<file path="src/rtl/proab_sched.sv">
// Ping-pong bank scheduler: hands the free bank to the producer and the filled
// bank (with its latched frame sum) to proab_calu through start/done handshakes.
module proab_sched #(
    parameter int DW        = 32,
    parameter int DATA_SIZE = 128,
    parameter int TIMEOUT   = 4096,
    parameter int CW        = 16
) (
    input  logic          clk,
    input  logic          rst,
    input  logic          up_done,
    input  logic [DW-1:0] up_sum,
    output logic          up_ready,
    output logic          up_bank,
    input  logic          calu_ready,
    input  logic          calu_done,
    output logic          calu_start,
    output logic [DW-1:0] calu_sum,
    output logic          calu_bank,
    output logic          frame_done,
    output logic [CW-1:0] frame_cnt,
    input  logic          err_clr,
    output logic          err_overrun,
    output logic          err_timeout
);

    // state   | meaning
    // IDLE    | waiting for the read bank to be full and calu to be ready
    // START   | one-cycle calu_start pulse, timeout counter cleared
    // RUN     | calu computing; leave on calu_done or timeout
    // RELEASE | one-cycle frame_done, read bank freed, read pointer flips
    typedef enum logic [1:0] {IDLE, START, RUN, RELEASE} state_t;

    state_t          state, state_nxt;
    logic [1:0]      full;
    logic            wr_ptr, rd_ptr;
    logic [DW-1:0]   sum_q [2];
    logic [CW-1:0]   tcnt;
    logic [CW-1:0]   frame_cnt_q;
    logic            overrun_q, timeout_q;
    logic            fill, timeout_hit;

    // The timeout must be reachable by the counter, and a bank must hold something.
    if (TIMEOUT < 1 || TIMEOUT > 2**CW || DATA_SIZE < 1) begin : g_param_check
        $error("proab_sched: TIMEOUT must be in 1..2**CW and DATA_SIZE >= 1");
    end

    assign fill = up_done & ~full[wr_ptr];

    always_comb begin
        state_nxt   = state;
        timeout_hit = 1'b0;
        case (state)
            IDLE:    if (full[rd_ptr] && calu_ready) state_nxt = START;
            START:   state_nxt = RUN;
            RUN: begin
                if (calu_done) begin
                    state_nxt = RELEASE;
                end else if (tcnt == CW'(TIMEOUT - 1)) begin
                    state_nxt   = RELEASE;
                    timeout_hit = 1'b1;
                end
            end
            RELEASE: state_nxt = IDLE;
            default: state_nxt = IDLE;
        endcase
    end

    always_ff @(posedge clk or negedge rst) begin
        if (!rst) begin
            state <= IDLE;
        end else begin
            state <= state_nxt;
        end
    end

    always_ff @(posedge clk or negedge rst) begin
        if (!rst) begin
            full        <= 2'b00;
            wr_ptr      <= 1'b0;
            rd_ptr      <= 1'b0;
            sum_q[0]    <= '0;
            sum_q[1]    <= '0;
            tcnt        <= '0;
            frame_cnt_q <= '0;
            overrun_q   <= 1'b0;
            timeout_q   <= 1'b0;
        end else begin
            // Fill and release never touch the same bank, so both may apply.
            if (fill) begin
                full[wr_ptr]  <= 1'b1;
                sum_q[wr_ptr] <= up_sum;
                wr_ptr        <= ~wr_ptr;
            end
            if (state == RELEASE) begin
                full[rd_ptr] <= 1'b0;
                rd_ptr       <= ~rd_ptr;
                frame_cnt_q  <= frame_cnt_q + CW'(1);
            end
            if (state == START) begin
                tcnt <= '0;
            end else if (state == RUN) begin
                tcnt <= tcnt + CW'(1);
            end
            overrun_q <= (up_done & full[wr_ptr]) | (overrun_q & ~err_clr);
            timeout_q <= timeout_hit | (timeout_q & ~err_clr);
        end
    end

    assign up_ready    = ~full[wr_ptr];
    assign up_bank     = wr_ptr;
    assign calu_bank   = rd_ptr;
    assign calu_sum    = sum_q[rd_ptr];
    assign calu_start  = (state == START);
    assign frame_done  = (state == RELEASE);
    assign frame_cnt   = frame_cnt_q;
    assign err_overrun = overrun_q;
    assign err_timeout = timeout_q;

endmodule

</file>
<file path="config.mk">
export PLATFORM = sky130hd
export DESIGN_NAME = proab_sched
export DESIGN_NICKNAME = d
export VERILOG_FILES = /design/src/rtl/proab_sched.sv
export SDC_FILE = /design/constraint.sdc
export NUM_CORES = 1
export LEC_CHECK = 0
export ABC_AREA = 0
export CAP_MARGIN = 40
export CORE_ASPECT_RATIO = 0.8
export CORE_UTILIZATION = 40
export DETAILED_ROUTE_END_ITERATION = 6
export PLACE_DENSITY = 0.74
export SYNTH_ARGS = -nofsm -noshare
export SYNTH_HDL_FRONTEND = slang
export SYNTH_SLANG_ARGS = --single-unit
</file>
<file path="constraint.sdc">
create_clock -name clk -period 2 [get_ports clk]
set_input_delay 0.2 -clock clk [delete_from_list [all_inputs] [get_ports clk]]
set_output_delay 0.2 -clock clk [all_outputs]
set_load 0.01 [all_outputs]
</file>
After elaboration in Yosys (flattened, before gate mapping)
Index checks and enable logic that the tools add are counted.
{"block": "word_totals", "register_bits": 104}
{"block": "op_classes", "addsub": 2, "order_cmp": 7, "n_eq_ne": 6, "n_mux": 25, "n_bitwise": 15, "n_reduce_logical": 7}
{"op": "two-way mux 32 bit", "count": 4}
{"op": "bitwise mux 64 bit", "count": 1}
{"op": "adder 16 x 1 -> 16 bit, second input constant", "count": 2}
{"op": "demux 32 bit (select 1 bit)", "count": 1}
{"op": "two-way mux 16 bit", "count": 2}
{"op": "equality test 16 x 12 -> 1 bit, second input constant", "count": 1}
{"op": "two-way mux 2 bit", "count": 5}
{"op": "two-way mux 1 bit", "count": 9}
{"op": "case mux 2 bit (4 select lines)", "count": 1}
{"op": "AND 1 bit", "count": 4}
{"op": "equality test 2 bit, second input constant", "count": 2}
{"op": ">= comparator 2 bit, second input constant", "count": 2}
{"op": "logical AND 1 bit", "count": 4}
{"op": "< comparator 1 x 2 -> 1 bit, second input constant", "count": 2}
{"op": "NOT 1 bit", "count": 4}
{"op": "NOT 1 -> 2 bit", "count": 2}
{"op": "inequality test 3 bit, second input constant", "count": 1}
{"op": "AND 2 bit", "count": 1}
{"op": "demux 1 bit (select 1 bit)", "count": 2}
{"op": "equality test 2 x 1 -> 1 bit, second input constant", "count": 1}
{"op": ">= comparator 1 bit, second input constant", "count": 2}
{"op": "zero test 2 bit", "count": 1}
{"op": "< comparator 2 x 1 -> 1 bit, second input constant", "count": 1}
{"op": "inequality test 2 bit, second input constant", "count": 1}
{"op": "5 further kinds", "count": 6}

Longest topological paths before layout
Gate-level depths: netlist (run 1).
{"block": "logic_depth", "word_depth": 8, "depth_mapped": 7, "ltp_nobuf": 6}

Least setup slack after synthesis (run 1)
Ideal clock, no wire load.
{"block": "synth_path", "path_type": "reg2reg", "from": "register tcnt[12]", "to": "register state[1]", "setup_time_ps": 128, "arrival_time_ps": 1937, "slack_ps": -65, "path_stages_with_launch": 5, "path_buffers": 0, "synth_period_minus_slack_ps": 2065, "path_cell_list": "dfrtp_1 or4_1 or4_1 a31oi_1 mux2_1"}
{"block": "synth_via", "elab_chain_len": 3}
{"item": "start, declared", "line_no": "38", "source": "logic [CW-1:0] tcnt;"}
{"item": "start signal, assigned", "line_no": "103", "source": "tcnt <= tcnt + CW'(1);"}
{"item": "equality test 16 x 12 -> 1 bit", "line_no": "59", "source": "end else if (tcnt == CW'(TIMEOUT - 1)) begin"}
{"item": "inequality test 3 bit (no source line)"}
{"item": "AND reduction 2 bit (no source line)"}
{"item": "end signal, assigned", "line_no": "73", "source": "state <= state_nxt;"}
{"item": "end, declared", "line_no": "34", "source": "state_t state, state_nxt;"}
Every way passes these cells.
A chain may end at the register's enable or synchronous reset.

Worst setup path in the final report (run 1)
{"block": "layout_path", "from": "register rd_ptr (netlist: calu_bank)", "to": "output port calu_sum[25]"}
{"block": "layout_via", "elab_chain_len": 4}
{"item": "start, declared", "line_no": "36", "source": "logic wr_ptr, rd_ptr;"}
{"item": "start signal, assigned", "line_no": "97", "source": "rd_ptr <= ~rd_ptr;"}
{"item": "NOT 1 -> 2 bit (implied by the code)", "line_no": "113", "source": "assign calu_sum = sum_q[rd_ptr];"}
{"item": "two-way mux 32 bit (implied by the code) (3 in series)", "line_no": "113"}
{"item": "end, declared", "line_no": "18", "source": "output logic [DW-1:0] calu_sum,"}
Every way passes these cells. The select of a mux whose other input is x is not followed.

==> impl_metrics.tcl, run 1 <==
set metrics [dict create \
    run_status "finished clean" \
    path_max_fanout 9 \
    syn_inst 366 \
    drtAntennaViolNets 0 \
    timing.setup.tns_ps 0 \
    critPathBufInv 2 \
    ys_seq_area_share_pct 54.8 \
    power_density_mw_per_mm2 1550 \
    core_mm2 0.0115 \
    clk-insertion-delay-late_ps 340 \
    port_buffers 92 \
    avgSynthCellArea_um2 13.0 \
    clkSinkCount 104 \
    peakVddDrop_v 0.000684 \
    crit_family "buffers and inverters" \
    row_count 35 \
    rsz0062_at_grt "true" \
    multi_input_comb_area_mm2 0.00205 \
    mostFrequentLayoutCells "dfrtp_1 (103), mux2_2 (100), clkdlybuf4s50_1 (73)" \
    max_stage_delay_ps 490 \
    required_ps 1800 \
    h-tree-depth 3 \
    max-cap-violations 0 \
    startpoint_type "flip-flop" \
    critPathKind "flip-flop to primary output" \
    boundaryPins 93 \
    fillers 980 \
    cts_tree "built" \
    min_period_ps 1950 \
    path_cells "buf_4, mux2_2, clkdlybuf4s50_1" \
    grt-ovfl-total 0 \
    firstDrtPassIters 4 \
    period_share_pct 97.4 \
    root_buffer "clkbuf_16" \
    routed_wl_um 9980 \
    grt_max_degree 43 \
    drv_slew 0 \
    initial_core_util_pct 41.2 \
    p_leak_nw 2.81 \
    wl_per_cell_um 15.8 \
    fmax_ghz 0.513 \
    fin_cells 633 \
    seq_area_mm2 0.00260 \
    fin_nets 525 \
    cts_buffers 9 \
    final_common_cell "dfrtp_1" \
    grt_pass1_wl_um 16300 \
    ff2ff_setup_slack_ps 70 \
    die_w_um 124 \
    drc 0 \
    slew_headroom_pct 64.8 \
    dp_cells 614 \
    vias 3300 \
    reg2reg_depth 4 \
    clk_pin_slew_worst_paths_ps 70 \
    n_antenna_cell 0 \
    yosysUniqueCellTypes 40 \
    reg2reg_from "tcnt[12]" \
    die_y_um 99.4 \
    cp_data_arrival_time_ps 1750 \
    clk_path_buf_depth 2 \
    die_area_mm2 0.0123 \
    synth-seq-cells 104 \
    rr_endpoint "state[1]" \
    worst_slew_pin_slew_ps 528 \
    syn_nets 411 \
    drt_iter0_drc 133 \
    dp_hpwl_um 6960 \
    final_util_pct 55.6 \
    hp-class "input pin to asynchronous set/reset pin" \
    finalSetupViolCount 0 \
    layout-drive-gt1-share_pct 31.3 \
    viasPerCell 5.21 \
    grt_pass1_vias 3391 \
    synth_area_mm2 0.00475 \
    end_kind "primary output" \
    finClkSkew_ps 6.59 \
    area_growth_pct 35.0 \
    finalPower_mw 9.92 \
    grt_usage_pct 17.1 \
    cpMaxStageDelayCell "clkdlybuf4s50_1" \
    gp_congestion 0.828 \
    grt_antenna_before_repair 1 \
    finalHoldViolCount 0 \
    yosys_warnings 0 \
]
registers in the layout, indices dropped and copies added, names as in the netlist:
signal and count:
sum_q 64, err_timeout 1, frame_cnt 16, up_bank 1
tcnt 16, calu_bank 1, err_overrun 1, full 2
state 2
worst max-delay path by stage:
stage          cells past startpoint       from      endpoint  slack, ps
2_1_floorplan                      4   tcnt[12]      state[1]          3
3_3_place_gp                       4   tcnt[12]      state[1]         20
3_5_place_dp                       4   tcnt[12]      state[1]         -5
5_1_grt                            3  calu_bank  calu_sum[26]       -0.6
4_1_cts                            3  calu_bank  calu_sum[23]        0.2
6_report                           3  calu_bank  calu_sum[25]         50
synthesized netlist by cell type, drive strengths merged:
cell,n,area (µm²)
dfrtp,104,2600
mux2,101,1140
clkbuf,17,63.8
inv,15,56.3
nand2,13,48.8
xnor2,12,105
and3,10,62.6
a21oi,9,45.0
nand3,9,45.0
nand4,9,56.3
ha,7,87.6
o22ai,7,43.8
and4,5,45.0
xor2,5,43.8
nand3b,4,30.0
nor2,4,15.0
nor4,4,25.0
a21boi,3,22.5
or4,3,22.5
buf,2,8.75
mux2i,2,20.0
nand2b,2,12.5
nor3,2,10.0
o21ai,2,10.0
o2bb2ai,2,17.5
o311ai,2,17.5
a211o,1,8.76
a21o,1,7.51
a221o,1,10.0
a31oi,1,6.26
a41o,1,10.0
nor2b,1,6.26
o211a,1,10.0
o21bai,1,7.51
o31ai,1,7.51
o32a,1,11.3
or3,1,6.26
cell families (layout without fill, tap and decap cells):
group	count (synthesis)	after routing	synth area share (%)
flip-flops	104	104	54.8
multiplexers	103	103	24.4
AND/OR/NAND/NOR	67	67	8.12
AO/OA/AOI/OAI	34	34	4.96
buffers and inverters	34	153	2.72
XOR/XNOR	17	17	3.14
adder cells (fa/ha/maj)	7	7	1.85
per-stage QoR:
stage                     hold WS, ps  worst slack (ps)  instance area (µm²)
final                             385              51.9                 6400
after CTS                         401             0.189                 6340
after detailed placement          220             -4.98                 6030
after global placement            214              15.9                 6030
after floorplan                 -95.6              3.24                 4750
after global routing              439            -0.631                 6400
timing repair:
action | in CTS | in global routing
buffers inserted | 0 | 1
gates cloned | 0 | 1
endpoints found under the hold margin | 39 | 0
resized for setup | 18 | 7
hold buffers | 1 | 0
pin swaps | 1 | 0
setup endpoints to repair | 19 | 13
area by class of cell:
type	instances	share of cell area, %
sequential	104	40.7
multi-input combinational	228	31.9
timing repair buffer	122	18.6
clock buffer	12	3.85
tap	148	2.89
clock inverter	4	1.19
inverter	15	0.879
routing by layer:
| metal | vias to the layer above | global-route usage [%] | part of all wire (%) |
|---|---|---|---|
| li1 | 1552 | - | - |
| met1 | 1637 | 22.6 | 47 |
| met2 | 95 | 27.1 | 46 |
| met3 | 14 | 4.64 | 5.9 |
| met4 | 2 | 5.47 | 1.1 |
| met5 | - | 0 | 0.13 |
power breakdown:
group,total [mW],leakage (nW),switching [mW],internal (mW)
logic,4.55,1.38,1.89,2.66
registers,3.49,1.28,0.514,2.98
clock network,1.87,0.159,0.732,1.14
total,9.92,2.81,3.14,6.78
(Power assumes the default switching activity.)
==> run 2, diff against run 1 <==
- CORE_MARGIN: unset -> 2
- CORE_UTILIZATION: 40 -> 35
- PLACE_DENSITY: 0.74 -> 0.67
==> impl_metrics.tcl, run 2 (same netlist as run 1, synthesis figures left out) <==
set metrics [dict create \
    port_buffers 92 \
    drc 0 \
    drv_slew 0 \
    max-cap-violations 0 \
    peakVddDrop_v 0.000584 \
    power_density_mw_per_mm2 1530 \
    drt_iter0_drc 113 \
    max_stage_delay_ps 520 \
    critPathKind "flip-flop to flip-flop" \
    layout-drive-gt1-share_pct 30.4 \
    period_share_pct 98.4 \
    largest_register_ffs 64 \
    final_common_cell "dfrtp_1" \
    h-tree-depth 3 \
    clkPwrFrac_pct 19.7 \
    end_kind "flip-flop" \
    firstDrtPassIters 4 \
    row_count 38 \
    required_ps 2230 \
    die_y_um 108 \
    hp-class "input pin to asynchronous set/reset pin" \
    startpoint_type "flip-flop" \
    routed_wl_um 10300 \
    cp_data_arrival_time_ps 2200 \
    viasPerCell 4.92 \
    p_int_mw 6.61 \
    die_w_um 134 \
    rsz0062_at_grt "true" \
    drtAntennaViolNets 0 \
    min_period_ps 1970 \
    clk_pin_slew_worst_paths_ps 70 \
    vias 3231 \
    pre_cts_ws_ps 3.76 \
    path_max_fanout 2 \
    fmax_ghz 0.508 \
    cpMaxStageDelayCell "or4_1" \
    grt-ovfl-total 0 \
    worst_slew_pin_slew_ps 474 \
    registers.top_by_ff_count "sum_q" \
    wl_per_cell_um 15.7 \
    boundaryPins 93 \
    area_growth_pct 34.3 \
    n_antenna_cell 0 \
    pwr-share-seq_pct 36.3 \
    clkSinkCount 104 \
    run_status "finished clean" \
    fin_nets 517 \
    finalPower_mw 9.74 \
    grt_pass1_wl_um 16800 \
    fin_ws_ps 31.7 \
    holdWs_ps 308 \
    switching_power_mw 3.13 \
    initial_core_util_pct 35.4 \
    grt_pass1_vias 3315 \
    p_leak_nw 2.78 \
    core_mm2 0.0134 \
    dp_hpwl_um 7140 \
    mostFrequentLayoutCells "dfrtp_1 (103), mux2_2 (100), clkdlybuf4s50_1 (64)" \
    grt_usage_pct 14.7 \
    path_cells "or4_1, or4_4, a31oi_4, mux2_1" \
    clk-insertion-delay-late_ps 340 \
    slew_headroom_pct 68.1 \
    combinationalPowerShare_pct 44.1 \
    die_area_mm2 0.0145 \
    cts_tree "built" \
    finalSetupViolCount 0 \
    grt_antenna_before_repair 0 \
    clk_path_buf_depth 2 \
    root_buffer "clkbuf_16" \
    finalHoldViolCount 0 \
    switching_share_pct 32.1 \
    grt_max_degree 40 \
    finClkSkew_ps 4.49 \
    cts_buffers 9 \
    gp_congestion 0.811 \
]
## run 2: cell count changes in the layout (fill, tap and decap cells not counted), sizes merged
cell           change
dlymetal6s2s       +1
inv                -1
buf                -7
clkdlybuf4s50      -9
clkinvlp           +1
clkbuf             -1
dlygate4sd2        +8
## run 2: per-stage QoR
stage | utilization (%) | setup TNS, ps | cell area (µm²) | std cells
2_1_floorplan | - | 0 | 4750 | 366
4_1_cts | 47.3 | 0 | 6340 | 656
3_3_place_gp | 44.9 | 0 | 6020 | 639
5_1_grt | 47.5 | -13.6 | 6370 | 657
6_report | 47.5 | 0 | 6370 | 657
3_5_place_dp | 44.9 | 0 | 6020 | 639
## run 2: worst paths after layout
kind                          startpoint            end  slack, ps  depth (start not counted)
setup / recovery                tcnt[12]       state[1]         30                          4
hold reg to reg            frame_cnt[15]  frame_cnt[15]        480                          1
max in group asynchronous            rst       tcnt[14]       1100                          3
hold / removal                       rst      sum_q[41]        310                          2
min in group clk           frame_cnt[15]  frame_cnt[15]        480                          1
setup reg to reg                tcnt[12]       state[1]         30                          4
## run 2: metal layers
| layer | up-vias | track usage, % | part of all wire [%] |
|---|---|---|---|
| li1 | 1527 | - | - |
| met1 | 1606 | 19.6 | 47 |
| met2 | 87 | 24.2 | 47 |
| met3 | 11 | 3.84 | 5.1 |
| met4 | 0 | 3.68 | 1.0 |
| met5 | - | 0 | 0 |
## run 2: power by group through the flow
stage                     registers, mW  clock network (mW)  logic, mW
after floorplan                    3.42                   0       2.64
after global placement             3.48                   0       4.49
after detailed placement           3.56                   0       4.58
after CTS                          3.53                1.98       4.32
after global routing               3.66                2.06       4.66
final                              3.53                1.92       4.29
## run 2: layout make-up
class,instances,area (µm²)
Inverter,15,56.3
Tap cell,180,225
Timing Repair Buffer,114,1110
Sequential cell,104,2600
Fill cell,1213,7040
Clock buffer,12,256
Clock inverter,4,76.3
Multi-Input combinational cell,228,2040
## run 2: worst max-delay path: cells and delay by family, from the launching register on
kind | cells | cell delay [ps]
multiplexers | 1 | 330
AND/OR/NAND/NOR | 2 | 970
AO/OA/AOI/OAI | 1 | 180
flip-flops | 1 | 370
## run 2: repair_timing
action | CTS | global route
hold buffers | 1 | 0
endpoints found under the setup margin | 33 | 9
setup buffers | 0 | 1
gates resized for setup | 29 | 5
hold endpoints to repair | 21 | 0
==> run 3, diff against run 2 <==
- ABC_CLOCK_PERIOD_IN_PS: unset -> 2000
- CTS_CLUSTER_DIAMETER: unset -> 40
==> results of run 3 <==
Same layout as run 2: the final DEF is identical, and so are final timing and power.
